`src/rtl/pwm_spd_decoder_if.sv`:
```
// Bundle of the complementary PWM leg pair and the decoded speed report.
// spd_vld is a one-cycle strobe with no back-pressure: spd is valid in any cycle
// where spd_vld is high, and it holds its value until the next strobe.
interface pwm_spd_decoder_if;
  logic        PWM_sig;
  logic        PWM_sig_n;
  logic [10:0] spd;
  logic        spd_vld;
  logic        per_err;
  logic        stuck;
  logic        ovlp;

  modport master (
    output PWM_sig, PWM_sig_n,
    input  spd, spd_vld, per_err, stuck, ovlp
  );

  modport slave (
    input  PWM_sig, PWM_sig_n,
    output spd, spd_vld, per_err, stuck, ovlp
  );
endinterface

```
`src/rtl/pwm_spd_decoder.sv`:
```
// Recovers the signed speed from a complementary PWM pair by timing the high
// phase of each period; also reports period errors, stuck legs and shoot-through.
module pwm_spd_decoder #(
  parameter int PERIOD  = 2048,
  parameter int TIMEOUT = 4096
) (
  input  logic               clk,
  input  logic               rst,
  pwm_spd_decoder_if.slave   bus,
  output logic               state_o
);
  typedef enum logic {IDLE = 1'b0, MEAS = 1'b1} state_t;

  localparam logic [11:0] TO_LAST  = 12'(TIMEOUT - 1);
  localparam logic [12:0] PER_LEN  = 13'(PERIOD);

  state_t      state_q, state_d;
  logic        s_q, s_n_q, s_d_q;
  logic [11:0] per_cnt_q, per_cnt_d;
  logic [11:0] hi_cnt_q, hi_cnt_d;
  logic [10:0] spd_q, spd_d;
  logic        spd_vld_q, spd_vld_d;
  logic        per_err_q, per_err_d;
  logic        stuck_q, stuck_d;
  logic        ovlp_q, ovlp_d;

  logic        rise;
  logic        timeout;
  logic        per_ok;

  assign rise    = s_q & ~s_d_q;
  // A rise in the timeout cycle takes precedence over the stuck report.
  assign timeout = (per_cnt_q == TO_LAST) && !rise;
  assign per_ok  = ({1'b0, per_cnt_q} + 13'd1) == PER_LEN;

  always_ff @(posedge clk or posedge rst) begin
    if (rst) begin
      state_q   <= IDLE;
      s_q       <= 1'b0;
      s_n_q     <= 1'b0;
      s_d_q     <= 1'b0;
      per_cnt_q <= 12'd0;
      hi_cnt_q  <= 12'd0;
      spd_q     <= 11'h000;
      spd_vld_q <= 1'b0;
      per_err_q <= 1'b0;
      stuck_q   <= 1'b0;
      ovlp_q    <= 1'b0;
    end else begin
      state_q   <= state_d;
      s_q       <= bus.PWM_sig;
      s_n_q     <= bus.PWM_sig_n;
      s_d_q     <= s_q;
      per_cnt_q <= per_cnt_d;
      hi_cnt_q  <= hi_cnt_d;
      spd_q     <= spd_d;
      spd_vld_q <= spd_vld_d;
      per_err_q <= per_err_d;
      stuck_q   <= stuck_d;
      ovlp_q    <= ovlp_d;
    end
  end

  always_comb begin
    state_d = state_q;
    if (rise) begin
      state_d = MEAS;
    end else if (timeout) begin
      state_d = IDLE;
    end
  end

  always_comb begin
    per_cnt_d = per_cnt_q;
    hi_cnt_d  = hi_cnt_q;
    spd_d     = spd_q;
    spd_vld_d = 1'b0;
    per_err_d = 1'b0;
    stuck_d   = stuck_q;
    ovlp_d    = ovlp_q | (s_q & s_n_q);

    if (rise || timeout) begin
      per_cnt_d = 12'd0;
    end else if (per_cnt_q != 12'hFFF) begin
      per_cnt_d = per_cnt_q + 12'd1;
    end

    // The rise cycle itself is high, so the new high count starts at 1.
    if (rise) begin
      hi_cnt_d = 12'd1;
    end else if (s_q && hi_cnt_q != 12'hFFF) begin
      hi_cnt_d = hi_cnt_q + 12'd1;
    end

    if (rise && state_q == MEAS) begin
      if (per_ok) begin
        spd_d     = hi_cnt_q[10:0] - 11'h400;
        spd_vld_d = 1'b1;
        stuck_d   = 1'b0;
      end else begin
        per_err_d = 1'b1;
      end
    end else if (timeout) begin
      spd_d     = s_q ? 11'h3FF : 11'h400;
      spd_vld_d = 1'b1;
      stuck_d   = 1'b1;
    end
  end

  assign bus.spd     = spd_q;
  assign bus.spd_vld = spd_vld_q;
  assign bus.per_err = per_err_q;
  assign bus.stuck   = stuck_q;
  assign bus.ovlp    = ovlp_q;
  assign state_o     = (state_q == MEAS);
endmodule
```
`src/flat_wrapper.sv`:
```
// flat-port wrapper written by rule: the top's interface ports become plain ports
module pwm_spd_decoder_flat 
#(
  parameter int PERIOD  = 2048,
  parameter int TIMEOUT = 4096
)
  (clk, rst, state_o, bus_PWM_sig, bus_PWM_sig_n, bus_spd, bus_spd_vld, bus_per_err, bus_stuck, bus_ovlp);
  pwm_spd_decoder_if bus_i ();
  input  logic clk;
  input  logic rst;
  output logic state_o;
  input wire logic [$bits(bus_i.PWM_sig)-1:0] bus_PWM_sig;
  input wire logic [$bits(bus_i.PWM_sig_n)-1:0] bus_PWM_sig_n;
  output wire logic [$bits(bus_i.spd)-1:0] bus_spd;
  output wire logic [$bits(bus_i.spd_vld)-1:0] bus_spd_vld;
  output wire logic [$bits(bus_i.per_err)-1:0] bus_per_err;
  output wire logic [$bits(bus_i.stuck)-1:0] bus_stuck;
  output wire logic [$bits(bus_i.ovlp)-1:0] bus_ovlp;
  assign bus_i.PWM_sig = bus_PWM_sig;
  assign bus_i.PWM_sig_n = bus_PWM_sig_n;
  assign bus_spd = bus_i.spd;
  assign bus_spd_vld = bus_i.spd_vld;
  assign bus_per_err = bus_i.per_err;
  assign bus_stuck = bus_i.stuck;
  assign bus_ovlp = bus_i.ovlp;
  pwm_spd_decoder #(.PERIOD(PERIOD), .TIMEOUT(TIMEOUT)) u_core (.clk(clk), .rst(rst), .bus(bus_i), .state_o(state_o));
endmodule
```
`config.mk`:
```
export PLATFORM = sky130hd
export DESIGN_NAME = pwm_spd_decoder_flat
export DESIGN_NICKNAME = d
export VERILOG_FILES = /design/src/rtl/pwm_spd_decoder_if.sv /design/src/rtl/pwm_spd_decoder.sv /design/src/flat_wrapper.sv
export SDC_FILE = /design/constraint.sdc
export NUM_CORES = 1
export LEC_CHECK = 0
export ABC_AREA = 1
export CAP_MARGIN = 10
export CORE_ASPECT_RATIO = 0.8
export CORE_MARGIN = 2
export CORE_UTILIZATION = 56
export CTS_CLUSTER_SIZE = 40
export DETAILED_ROUTE_END_ITERATION = 16
export PLACE_DENSITY = 0.78
export SYNTH_ARGS = -nofsm -noshare
export SYNTH_HDL_FRONTEND = slang
export SYNTH_SLANG_ARGS = --single-unit
```
`constraint.sdc`:
```
create_clock -name clk -period 2.3 [get_ports clk]
set_input_delay 0.69 -clock clk [delete_from_list [all_inputs] [get_ports clk]]
set_output_delay 0.69 -clock clk [all_outputs]
set_load 0.02 [all_outputs]
```
---- After elaboration in Yosys (flattened, before gate mapping) ----
Index checks and enable logic that the tools add are counted.
word-level totals
  word-level logic and storage cells ...... 52
  register bits after elaboration ......... 43
  input bits .............................. 4
cells by class
  eq/ne operators ......................... 5
  bitwise operators ....................... 4
  add/subtract/negate cells ............... 4
  reductions and logical operators ........ 10
  multiplexer cells ....................... 18
operators by type and width
  kind                    count
  $mux 12                 4
  $mux 11                 4
  $add 12x1->12 const B   2
  $ne 12x12->1 const B    2
  $add 12x1->13 const B   1
  $eq 13x12->1 const B    1
  $eq 12x12->1 const B    1
  $sub 11x11->11 const B  1
  $mux 1                  10
  $reduce_bool 2->1       4
  $logic_and 1x1->1       3
  $and 1x1->1             2
  $ne 2x1->1 const B      1
  $reduce_and 2->1        1
  $logic_not 1->1         1
  $logic_or 1x1->1        1
  $not 1->1               1
  $or 1x1->1              1

---- Longest topological paths before layout ----
  depth after elaboration ................. 6
  mapped depth ............................ 13
  gate-level depth less buffers ........... 12

---- Worst setup path after synthesis ----
OpenSTA, ideal clock, no wires.
  path type ............................... reg2reg
  start ................................... register u_core.per_cnt_q[0]
  end ..................................... register u_core.stuck_q, in the netlist u_core.bus.stuck
  arrival time ............................ 1.577 ns
  cell stages (with the launch flop) ...... 13
  setup slack ............................. 0.592 ns
  period minus slack after synthesis ...... 1.708 ns
  library setup time ...................... 0.130 ns
  path through ............................ dfrtp_1 -> ha_1 -> nand3_2 -> clkinv_1 -> nand2_1 -> nand2_1 -> nand2_1 -> nand2_1 -> nor2_2 -> nand3_4 -> buf_6 -> nand3_1 -> nand2_1
between the ends
  longest elaborated chain between the ends .. 4
  elaborated cells between the ends (all ways) .. 7
  those cells by class .................... add/sub (1); eq/ne (3); reduce/logical (3)
RTL lines
  what                                                                     line                                          text
  start: declaration                                                       pwm_spd_decoder.sv:19                         logic [11:0] per_cnt_q, per_cnt_d;
  start signal: assignment                                                 pwm_spd_decoder.sv:54                         per_cnt_q <= per_cnt_d;
  $add 12x1->13 / $eq 12x12->1 (equally long branches)                     pwm_spd_decoder.sv:34, pwm_spd_decoder.sv:33
  $eq 13x12->1 / $logic_and 1x1->1 (equally long branches)                 pwm_spd_decoder.sv:34, pwm_spd_decoder.sv:33
  $ne 2x1->1 (no source line) / $reduce_bool 2->1 (equally long branches)  --
  $reduce_and 2->1 (no source line) (*)                                    --
  end signal: assignment                                                   pwm_spd_decoder.sv:59                         stuck_q <= stuck_d;
  end: declaration                                                         pwm_spd_decoder.sv:24                         logic stuck_q, stuck_d;
Mark *: on every way between the ends. The rest lies on a longest branch, timed or not.
A chain may end at the register's enable or synchronous reset.

---- Final worst setup path ----
  start ................................... register u_core.s_q
  end ..................................... register u_core.spd_q[7], in the netlist u_core.bus.spd[7]
between the ends
  longest elaborated chain between the ends .. 5
  elaborated cells between the ends (all ways) .. 10
  those cells by class .................... eq/ne (1); mux (3); bitwise (1); reduce/logical (5)
RTL lines
  what                                line                   text
  start: declaration                  pwm_spd_decoder.sv:18  logic s_q, s_n_q, s_d_q;
  start signal: assignment            pwm_spd_decoder.sv:51  s_q <= bus.PWM_sig;
  $and 1x1->1                         pwm_spd_decoder.sv:31  assign rise = s_q & ~s_d_q;
  $logic_not 1->1                     pwm_spd_decoder.sv:33  assign timeout = (per_cnt_q == TO_LAST) && !rise;
  $logic_and 1x1->1                   pwm_spd_decoder.sv:33
  $reduce_bool 2->1 (no source line)  --
  $reduce_and 2->1 (no source line)   --
  end signal: assignment              pwm_spd_decoder.sv:56  spd_q <= spd_d;
  end: declaration                    pwm_spd_decoder.sv:21  logic [10:0] spd_q, spd_d;
Parallel ways exist; a longest one is shown, timed or not. The select of a mux whose other input is x is not followed.

==> impl_metrics.ini <==
[timing]
finalCritPeriodShare_pct = 89.7
fin_worst_skew_ns = 0.00583
relSlewSlack_pct = 68.9
fin_tns_setup_ns = 0
fmax_mhz = 485
hold_viol = 0
post-route-min-period_ns = 2.06
tightestPinTransition_ns = 0.465
drv_slew = 0
rsz0062_at_grt = false
setup_viol = 0

[cells_and_area]
nets = 294
layout-drive-gt1-share_pct = 8.68
area_growth_pct = 14.9
antenna_cells = 0

[critical_path]
reg2reg_from = u_core.s_q
r2r_setup_slack_ns = 0.24
crit_fanout = 14
reg2regPathDepth = 9
start_kind = register
critPathKind = register to register
worstSetupStartpoint = u_core.s_q
required_ns = 2.49
cp.arrival_ns = 2.25
worstSetupEndpointType = register
worstReg2RegEnd = u_core.bus.spd[7]

[clocking]
hold_buffers = 0
clock-sinks = 43
cts_tree = built
cts.clk_slew.worst_paths_ns = 0.07
h-tree-depth = 2
clockBufferDepth = 2
clk_latency_ns = 0.29
root_buffer = clkbuf_8
cts_buffers = 5
post_cts_resized = 0
post-cts-setup-buffer-count = 0

[power_and_ir_drop]
powerDensity_mw_per_mm2 = 616
p_leak_nw = 1.15
total_power_mw = 1.51
peakVddDrop_mv = 0.340

[min_path]
worstHoldPathCells = 1
min_to = u_core.bus.ovlp
min-delay-start = u_core.s_n_q
min_path_type = register to register

[status]
outcome = complete, no violations

[global_route]
grt-ovfl-total = 0
track_usage_pct = 20.0
grt_pass1_vias = 1463
grt_pass1_wl_mm = 6.53
antenna_found_initial = 0
grt_max_degree = 44

[placement]
gp_congestion = 0.808
hpwl_mm = 2.88
io_buffers = 19

[synth]
yosys_warnings = 0
ys_seq_area_share_pct = 50.4
syn_area_per_cell_sq_um = 8.02
syn-num-nets = 272
synthCells = 266
synth.distinct_cells = 28
syn-cell-area_sq_mm = 0.00213
ys_ff_latch = 43

[routing]
ant_nets = 0
vias = 1722
routedWlPerCell_microns = 11.6
drt_iter0_drc = 105
first_pass_iters = 4
drt-total-wl_mm = 3.86
drc_errors = 0
viasPerCell = 5.19

[die]
core_region_area_sq_mm = 0.00373
die_w_microns = 73.0
dieArea_sq_mm = 0.00432
io_pins = 20
die_h_microns = 59.2
start_util_pct = 57.2
fp-row-count = 20

[run]
cap_violations = 0
sequential cells by signal, indices dropped and copies added (netlist names):
register and cells:
u_core.hi_cnt_q 12, u_core.per_cnt_q 12, u_core.bus.spd 11, u_core.bus.ovlp 1
u_core.bus.per_err 1, u_core.bus.spd_vld 1, u_core.bus.stuck 1, u_core.s_d_q 1
u_core.s_n_q 1, u_core.s_q 1, u_core.state_o 1
Yosys cell counts:
cell type / count / area, sq um
a21o_1: 1 / 7.51
a21oi_1: 13 / 65.1
a31oi_1: 1 / 6.26
buf_1: 1 / 3.75
buf_6: 1 / 11.3
buf_8: 1 / 15.0
clkbuf_1: 3 / 11.3
clkinv_1: 1 / 3.75
dfrtp_1: 43 / 1080
ha_1: 2 / 25.0
inv_1: 32 / 120
nand2_1: 73 / 274
nand2_2: 3 / 18.8
nand2_4: 1 / 11.3
nand3_1: 25 / 125
nand3_2: 2 / 20.0
nand3_4: 1 / 17.5
nand4_1: 2 / 12.5
nor2_1: 23 / 86.3
nor2_2: 5 / 31.3
nor2_4: 3 / 33.8
nor3_1: 5 / 25.0
nor4_1: 2 / 12.5
o21ai_0: 18 / 90.1
o21ai_1: 1 / 5.00
o21ai_2: 1 / 8.76
xnor2_1: 1 / 8.76
xor2_1: 1 / 8.76
cells by family (layout without fill, tap and decap cells):
group / count (synthesis) / count (layout) / synth area share [%]
fa+ha+maj: 2 / 2 / 1.17
compound gates: 35 / 35 / 8.56
simple gates: 145 / 145 / 31.3
flops: 43 / 43 / 50.4
xor+xnor: 2 / 2 / 0.821
buf+inv: 39 / 61 / 7.74
stage by stage:
| stage | worst slack (ns) | hold slack, ns | cell area [sq um] | utilization, % | std cells |
|---|---|---|---|---|---|
| global route | 0.0287 | 0.478 | 2450 | 65.8 | 332 |
| detailed placement | 0.254 | 0.438 | 2370 | 63.5 | 325 |
| global placement | 0.342 | 0.438 | 2370 | 63.5 | 325 |
| CTS | 0.215 | 0.463 | 2450 | 65.8 | 332 |
| floorplan | 0.592 | 0.427 | 2130 | - | 266 |
| finish | 0.237 | 0.456 | 2450 | 65.8 | 332 |
worst max-delay path by stage:
stage | to | cells after the start
2_1_floorplan | u_core.bus.stuck | 12
3_3_place_gp | u_core.bus.spd[4] | 9
3_5_place_dp | u_core.bus.spd[7] | 9
4_1_cts | u_core.bus.spd[7] | 9
5_1_grt | u_core.bus.spd[7] | 9
6_report | u_core.bus.spd[7] | 9
cell type report:
type                    instances  area [sq um]
clock inverters                 1          5.00
fillers                       297          1270
repair buffers                 21           218
inverters                      33           124
flip-flops and latches         43          1080
multi-input cells             184           893
clock buffers                   6          82.6
well taps                      44          55.1
power by group:
part           leakage (nW)  internal (mW)  switching [mW]
registers             0.576          0.801          0.0445
clock network        0.0470          0.235           0.238
logic                 0.532         0.0700           0.121
metal layers:
metal	vias to the layer above	part of all wire, %	global-route usage, %
li1	896	-	-
met1	786	53	29.5
met2	33	41	28.2
met3	7	4.6	5.10
met4	0	1.5	7.94
met5	-	0	0
placed cells by master, fill, tap and decap left out, types with 2 or more instances in the layout:
cell	netlist	layout
nand4_1	2	2
nor2_1	23	23
nor2_2	5	5
nor3_1	5	5
nor2_4	3	3
nor4_1	2	2
nand3_1	25	25
nand2_2	3	3
nand2_1	73	73
o21ai_0	18	18
inv_1	32	32
a21oi_1	13	13
clkbuf_8	0	6
dfrtp_1	43	43
ha_1	2	2
nand3_2	2	2
clkdlybuf4s50_1	0	19
critical path, stage by stage (launching register included):
cell and delay [ns]:
dfrtp_1 0.34, inv_1 0.05, nor2_1 0.27, inv_1 0.30, nor2_2 0.28, inv_1 0.18, nand2_1 0.23, o21ai_0 0.16
nand2_1 0.10, nand2_1 0.05
Note: power is estimated with default switching activity, not from simulation.
